File: src/rtl/ffe_pkg.sv
// ffe_pkg: shared FSM encoding, default widths and round/saturate helper for the FFE datapath
package ffe_pkg;
  typedef enum logic [1:0] {IDLE, MAC, DONE} state_t;
  localparam int DEF_IO_W = 12;
  localparam int DEF_COEF_W = 12;
  localparam int DEF_DEPTH = 4;
  function automatic logic signed [63:0] round_sat(input logic signed [63:0] acc, input int frac, input int w);
    logic signed [63:0] r, hi, lo;
    r = (acc + (64'sd1 <<< (frac - 1))) >>> frac;
    hi = (64'sd1 <<< (w - 1)) - 64'sd1;
    lo = -hi - 64'sd1;
    return r > hi ? hi : r < lo ? lo : r;
  endfunction
endpackage

File: src/rtl/ffe_round_sat.sv
// ffe_round_sat: round-half-up by FRAC_BITS then clamp i_acc to a signed OUT_WIDTH o_y
module ffe_round_sat import ffe_pkg::*; #(
  parameter int ACC_WIDTH = 26,
  parameter int OUT_WIDTH = 12,
  parameter int FRAC_BITS = 10
) (
  input  logic signed [ACC_WIDTH-1:0] i_acc,
  output logic signed [OUT_WIDTH-1:0] o_y
);
  assign o_y = OUT_WIDTH'(round_sat(64'(i_acc), FRAC_BITS, OUT_WIDTH));
endmodule

File: src/rtl/ffe_mac_engine.sv
// ffe_mac_engine: walks DEPTH taps per sample, multiply-accumulates with a coefficient bank, rounds/saturates to y_out
module ffe_mac_engine import ffe_pkg::*; #(
  parameter int IN_OUT_BUS_WIDTH = DEF_IO_W,
  parameter int COEF_WIDTH = DEF_COEF_W,
  parameter int DEPTH = DEF_DEPTH,
  parameter int ADDR_SIZE = $clog2(DEPTH),
  parameter int FRAC_BITS = 10,
  parameter int ACC_WIDTH = IN_OUT_BUS_WIDTH + COEF_WIDTH + ADDR_SIZE
) (
  input  logic                               ffe_clk,
  input  logic                               rst,
  input  logic                               sample_valid,
  input  logic                               coef_wr_en,
  input  logic [ADDR_SIZE-1:0]               coef_wr_addr,
  input  logic signed [COEF_WIDTH-1:0]       coef_wr_data,
  input  logic signed [IN_OUT_BUS_WIDTH-1:0] rd_data,
  output logic                               rd_en,
  output logic [ADDR_SIZE-1:0]               rd_addr,
  output logic                               shift_en,
  output logic signed [IN_OUT_BUS_WIDTH-1:0] y_out,
  output logic                               y_valid,
  output logic                               busy,
  output logic                               overrun
);
  localparam int PW = IN_OUT_BUS_WIDTH + COEF_WIDTH;
  state_t r_state, w_next;
  logic [ADDR_SIZE-1:0] r_cnt;
  logic signed [ACC_WIDTH-1:0] r_acc;
  logic signed [COEF_WIDTH-1:0] r_coef [DEPTH];
  logic signed [IN_OUT_BUS_WIDTH-1:0] r_y, w_y;
  logic r_yv, r_ovr, w_last;
  logic signed [PW-1:0] w_prod;
  assign w_last = r_cnt == ADDR_SIZE'(DEPTH - 1);
  always_comb begin
    w_next = r_state;
    w_next = r_state == IDLE ? (sample_valid ? MAC : IDLE) :
             r_state == MAC  ? (w_last ? DONE : MAC) : IDLE;
  end
  always_ff @(posedge ffe_clk)
    if (rst) r_state <= IDLE;
    else r_state <= w_next;
  assign rd_en = r_state == MAC;
  assign rd_addr = rd_en ? r_cnt : '0;
  assign shift_en = r_state == DONE;
  assign busy = r_state != IDLE;
  assign w_prod = PW'(rd_data) * PW'(r_coef[r_cnt]);
  always_ff @(posedge ffe_clk) begin
    if (rst) begin
      r_cnt <= '0;
      r_acc <= '0;
      r_y <= '0;
      r_yv <= 1'b0;
      r_ovr <= 1'b0;
      for (int k = 0; k < DEPTH; k++) r_coef[k] <= '0;
    end else begin
      r_yv <= r_state == DONE;
      r_ovr <= sample_valid && busy;
      if (coef_wr_en) r_coef[coef_wr_addr] <= coef_wr_data;
      if (r_state == IDLE && sample_valid) begin
        r_acc <= '0;
        r_cnt <= '0;
      end
      if (r_state == MAC) begin
        r_acc <= r_acc + ACC_WIDTH'(w_prod);
        r_cnt <= w_last ? '0 : r_cnt + ADDR_SIZE'(1);
      end
      if (r_state == DONE) r_y <= w_y;
    end
  end
  ffe_round_sat #(.ACC_WIDTH(ACC_WIDTH), .OUT_WIDTH(IN_OUT_BUS_WIDTH), .FRAC_BITS(FRAC_BITS)) u_rs (
    .i_acc(r_acc),
    .o_y(w_y)
  );
  assign y_out = r_y;
  assign y_valid = r_yv;
  assign overrun = r_ovr;
endmodule

File: config.mk
export PLATFORM = sky130hd
export DESIGN_NAME = ffe_mac_engine
export DESIGN_NICKNAME = d
export VERILOG_FILES = /design/src/rtl/ffe_pkg.sv /design/src/rtl/ffe_round_sat.sv /design/src/rtl/ffe_mac_engine.sv
export SDC_FILE = /design/constraint.sdc
export NUM_CORES = 1
export LEC_CHECK = 0
export ABC_AREA = 0
export ABC_CLOCK_PERIOD_IN_PS = 15300
export CORE_MARGIN = 5
export CORE_UTILIZATION = 30
export CTS_BUF_LIST = sky130_fd_sc_hd__clkbuf_4 sky130_fd_sc_hd__clkbuf_8
export DETAILED_ROUTE_END_ITERATION = 10
export DONT_BUFFER_PORTS = 1
export PLACE_DENSITY = 0.47
export REMOVE_ABC_BUFFERS = 1
export SLEW_MARGIN = 0
export SYNTH_ARGS = -nofsm -noshare
export SYNTH_HDL_FRONTEND = slang
export SYNTH_SLANG_ARGS = --single-unit
File: constraint.sdc
create_clock -name ffe_clk -period 15.3 [get_ports ffe_clk]
set_input_delay 3.825 -clock ffe_clk [delete_from_list [all_inputs] [get_ports ffe_clk]]
set_output_delay 3.825 -clock ffe_clk [all_outputs]
set_load 0.02 [all_outputs]
# [Word-level counts from Yosys, hierarchy flattened]
# Memory sizes are Yosys's and may differ from the RTL's. A register that Yosys moved wholly into a read port is not among the register bits.
# Index checks and enable logic that the tools add are counted.
[totals] input_bits=30 mem_bits_rw=48 register_bits=44 n_memories=1
[classes] n_mul=1 addsub=3 reduce_logical=6 eq_ne=3 n_mux=22 order_cmp=2
[mem_list] memory="r_coef" words=4 width=12 rd=1 rd_clocked_by_memory_dff=1 wr=4 line_no="ffe_mac_engine.sv:29" text="logic signed [COEF_WIDTH-1:0] r_coef [DEPTH];"
[ops] op="2-to-1 mux 26 bit" n=2
[ops] op="2-to-1 mux 12 bit" n=3
[ops] op="adder 26 x 11 -> 27 bit, second input constant" n=1
[ops] op="adder 26 x 24 -> 26 bit" n=1
[ops] op="multiplier 12 x 12 -> 24 bit" n=1
[ops] op="2-to-1 mux 2 bit" n=10
[ops] op="greater-than comparator 17 x 12 -> 1 bit, second input constant" n=1
[ops] op="less-than comparator 17 x 12 -> 1 bit, second input constant" n=1
[ops] op="OR reduction 12 bit" n=1
[ops] op="2-to-1 mux 1 bit" n=7
[ops] op="== test 2 bit, second input constant" n=2
[ops] op="nonzero test 2 bit" n=2
[ops] op="adder 2 x 1 -> 2 bit, second input constant" n=1
[ops] op="== test 2 x 1 -> 1 bit, second input constant" n=1
[ops] op="logical AND 1 bit" n=2
[ops] op="logical NOT 2 bit" n=1

# [Logic depth before layout (Yosys ltp)]
[logic_depth] word_depth=6 mapped_depth=24

# [Modules after synthesis]
# Synthesis repeated with hierarchy kept, for this count alone.
[unflattened] hier_cells=1103 area_unflattened_um2=10882.9
[by_module_without_submodules] mod="ffe_mac_engine" seq_area_each_um2=2362.3 n_inst=1 area_each_um2=10393.7 cells_each=1031
[by_module_without_submodules] mod="ffe_round_sat" seq_area_each_um2=0.0 n_inst=1 area_each_um2=489.2 cells_each=72

# [Worst setup path before layout]
# Ideal clock, no wire load.
[synth_path] path_type="input -> register" from="input rd_data[11]" to="register r_acc[25]" setup_slack_ns=6.154 stages=17 required_ns=15.183 setup_ns=0.117 arrival_time_ns=9.029 path_cell_list="clkbuf_1 > nand2_1 > fa_1 > fa_1 > inv_1 > fa_1 > fa_1 > fa_1 > ha_1 > ha_1 > clkbuf_1 > a211oi_1 > o21ai_0 > or2_2 > o41ai_1 > xnor2_1 > a22o_1"
[synth_via] elab_chain_len=3
[synth_rtl] item="from (decl)" line_no="ffe_mac_engine.sv:16" text="input logic signed [IN_OUT_BUS_WIDTH-1:0] rd_data,"
[synth_rtl] item="multiplier 12 x 12 -> 24 bit" line_no="ffe_mac_engine.sv:46" text="assign w_prod = PW'(rd_data) * PW'(r_coef[r_cnt]);"
[synth_rtl] item="adder 26 x 24 -> 26 bit" line_no="ffe_mac_engine.sv:64" text="r_acc <= r_acc + ACC_WIDTH'(w_prod);"
[synth_rtl] item="2-to-1 mux 26 bit" line_no="ffe_mac_engine.sv:63" text="if (r_state == MAC) begin"
[synth_rtl] item="to (signal assigned)" line_no="ffe_mac_engine.sv:64"
[synth_rtl] item="to (decl)" line_no="ffe_mac_engine.sv:28" text="logic signed [ACC_WIDTH-1:0] r_acc;"
# Every way passes these cells.
# A chain may end at the register's enable or synchronous reset.

# [Worst setup path after layout]
[layout_path] from="input rd_data[11]" to="register r_acc[24]"
# Same word-level chain as after synthesis.

==> results.ini <==
[setup_path]
worstPathArrival_ns=9.22
crit_fanout=13
required_ns=15.61
end_kind=register
critical_path_class=in2reg
startpoint_type=primary input

[timing]
slew_violations=0
worst_pin_slew_ns=0.9908
period_minus_slack_ns=8.910
final.setup_skew_ns=0.01273
setup_viol=0
finalCritPeriodShare_pct=58.24
max_freq_mhz=112.2
maxSlewHeadroom_pct=33.81
grt_setup_unrepaired=false
final_hold_viol_count=0
tns_ns=0

[clocking]
numCtsBuffers=9
h-tree-depth=3
hold_buffers=0
post-cts-setup-buffers=0
cts_tree=built
cts-resized-gates=0
clk_latency_ns=0.37
cts.sinks=94
path_clk_slew_ns=0.09
cts_root_buffer=clkbuf_8
clock_path_buffers=2

[logic_synthesis]
synthSimpleGateAreaFrac_pct=16.00
synthAdderAreaFrac_pct=40.72
ys_warn_count=0
synthMuxAreaShare_pct=2.721
syn_avg_cell_area_um2=10.10
synthDistinctLibCells=61
synth_compound_area_share_pct=7.045
synth_top_family_by_area=adder cells
yosysSeqAreaShare_pct=22.24
synthCells=1051
ys_seq_elements=94
syn_area_um2=10620
synth_edf_count=48
synth_ff_type=edfxtp_1
synth_xor_xnor_area_share_pct=3.205
ys_async_sr_fraction_pct=0

[detailed_routing]
drtAntennaViolNets=0
drtIter0Drc=343
vias=6825
wl_mm=25.19
drcViolationCount=0
first_pass_iters=6
via_per_inst=4.571
wl_per_cell_um=16.87

[floorplanning]
io_pins=49
start_util_pct=30.15
rows=69
fp.dieW_um=198.2
die_y_um=198.2
coreArea_um2=35220
die_area_um2=39260

[grt]
overflow=0
grt_pass1_vias=7438
antenna_found_initial=0
grt_max_degree=32
grt_pass1_wl_mm=42.25
grt_usage_pct=13.65

[place]
place_hpwl_mm=20.22
port_buffers=0
gp_congestion=0.8136

[job]
maxCapViolCount=0

[hold_path]
min_path_type=reg2reg

[status]
status=finished clean

[finish]
syn2layout_area_growth_pct=6.444
drive_above_1_share_pct=4.748
antennaDiodeCount=0
nNetsFinal=1300

-- cell type report --
type                       instances  area [um2]
multi-input combinational        729        7405
sequential                        94        2362
timing repair buffer               5       37.54
tap                              461       576.8
clock inverter                     4       52.55
clock buffer                      12       165.2
inverter                         188       705.7
fill                            3684       23920
-- registers in the layout, indices dropped and copies added, names as in the netlist, named ones only --
| name | cells |
|---|---|
| r_cnt | 2 |
| y_out | 12 |
| overrun | 1 |
| y_valid | 1 |
| r_acc | 26 |
| r_coef | 48 |
| r_state | 2 |
-- layout by cell type (no fill, tap or decap), types with 5 or more instances in the layout --
cell,count
nor2_1,46
mux4_2,11
ha_1,72
xnor2_1,31
buf_4,5
xor2_1,6
nand3_1,5
fa_1,171
edfxtp_1,48
a21oi_1,19
nand2b_1,11
dfxtp_1,46
inv_1,187
clkbuf_8,12
and2_1,119
o21a_1,5
or2_2,5
o21bai_1,5
a211oi_1,5
a21o_1,6
o21ai_0,16
nor3_1,9
nand4_1,6
a22oi_1,16
nand2_1,103
-- metal layers --
metal  GRT usage [%]  wire length (um)
met2           22.26             11770
met5               0                 0
met3           2.212               806
met1           19.75             12430
met4           1.811               181
-- stage by stage --
stage | instance area (um2) | setup WS [ns] | hold WS (ns) | utilization [%] | instances
4_1_cts | 11300 | 6.385 | 0.4960 | 32.09 | 1493
2_1_floorplan | 10470 | 6.405 | 0.4425 | - | 1011
6_report | 11300 | 6.390 | 0.4945 | 32.09 | 1493
3_3_place_gp | 11090 | 6.087 | 0.4744 | 31.48 | 1477
3_5_place_dp | 11090 | 5.985 | 0.4807 | 31.48 | 1477
5_1_grt | 11300 | 6.123 | 0.5292 | 32.09 | 1493
-- worst paths after layout --
check,to,depth (start not counted),start,slack (ns)
max,r_acc[24],17,rd_data[11],6.39
min reg2reg,r_state[0],1,r_state[1],0.49
max reg2reg,r_acc[24],18,register,8.15
min,r_state[0],1,r_state[1],0.49
-- critical path, stage by stage --
cell and delay (ns):
and2_1 0.14, inv_1 0.07, fa_1 1.02, fa_1 0.53, inv_1 0.08, fa_1 0.43, fa_1 0.47, fa_1 0.50
ha_1 0.30, ha_1 0.36, a21oi_1 0.16, o21ai_0 0.12, and2_1 0.18, a21oi_1 0.25, o21ai_1 0.19, or4_1 0.49
nand3_1 0.10
-- logic make-up (layout without fill, tap and decap cells) --
| kind of cell | Yosys count | in the layout |
|---|---|---|
| simple gates | 326 | 326 |
| fa+ha+maj | 243 | 243 |
| buf+inv | 228 | 209 |
| compound gates | 107 | 107 |
| flops | 94 | 94 |
| xor+xnor | 38 | 38 |
| mux | 15 | 15 |
-- synth_stat cells (16+ instances only) --
library cell / count / area [um2]
a22oi_1: 16 / 120.1
dfxtp_1: 46 / 920.9
xnor2_1: 31 / 271.5
clkbuf_1: 39 / 146.4
ha_1: 72 / 900.9
nand2_1: 103 / 386.6
a21oi_1: 19 / 95.09
o21ai_0: 17 / 85.08
and2_1: 119 / 744.5
fa_1: 171 / 3423
edfxtp_1: 48 / 1441
nor2_1: 46 / 172.7
inv_1: 187 / 701.9
Power is not shown: default switching activity piles up to over one toggle a cycle in this logic, so the estimate is an artifact.
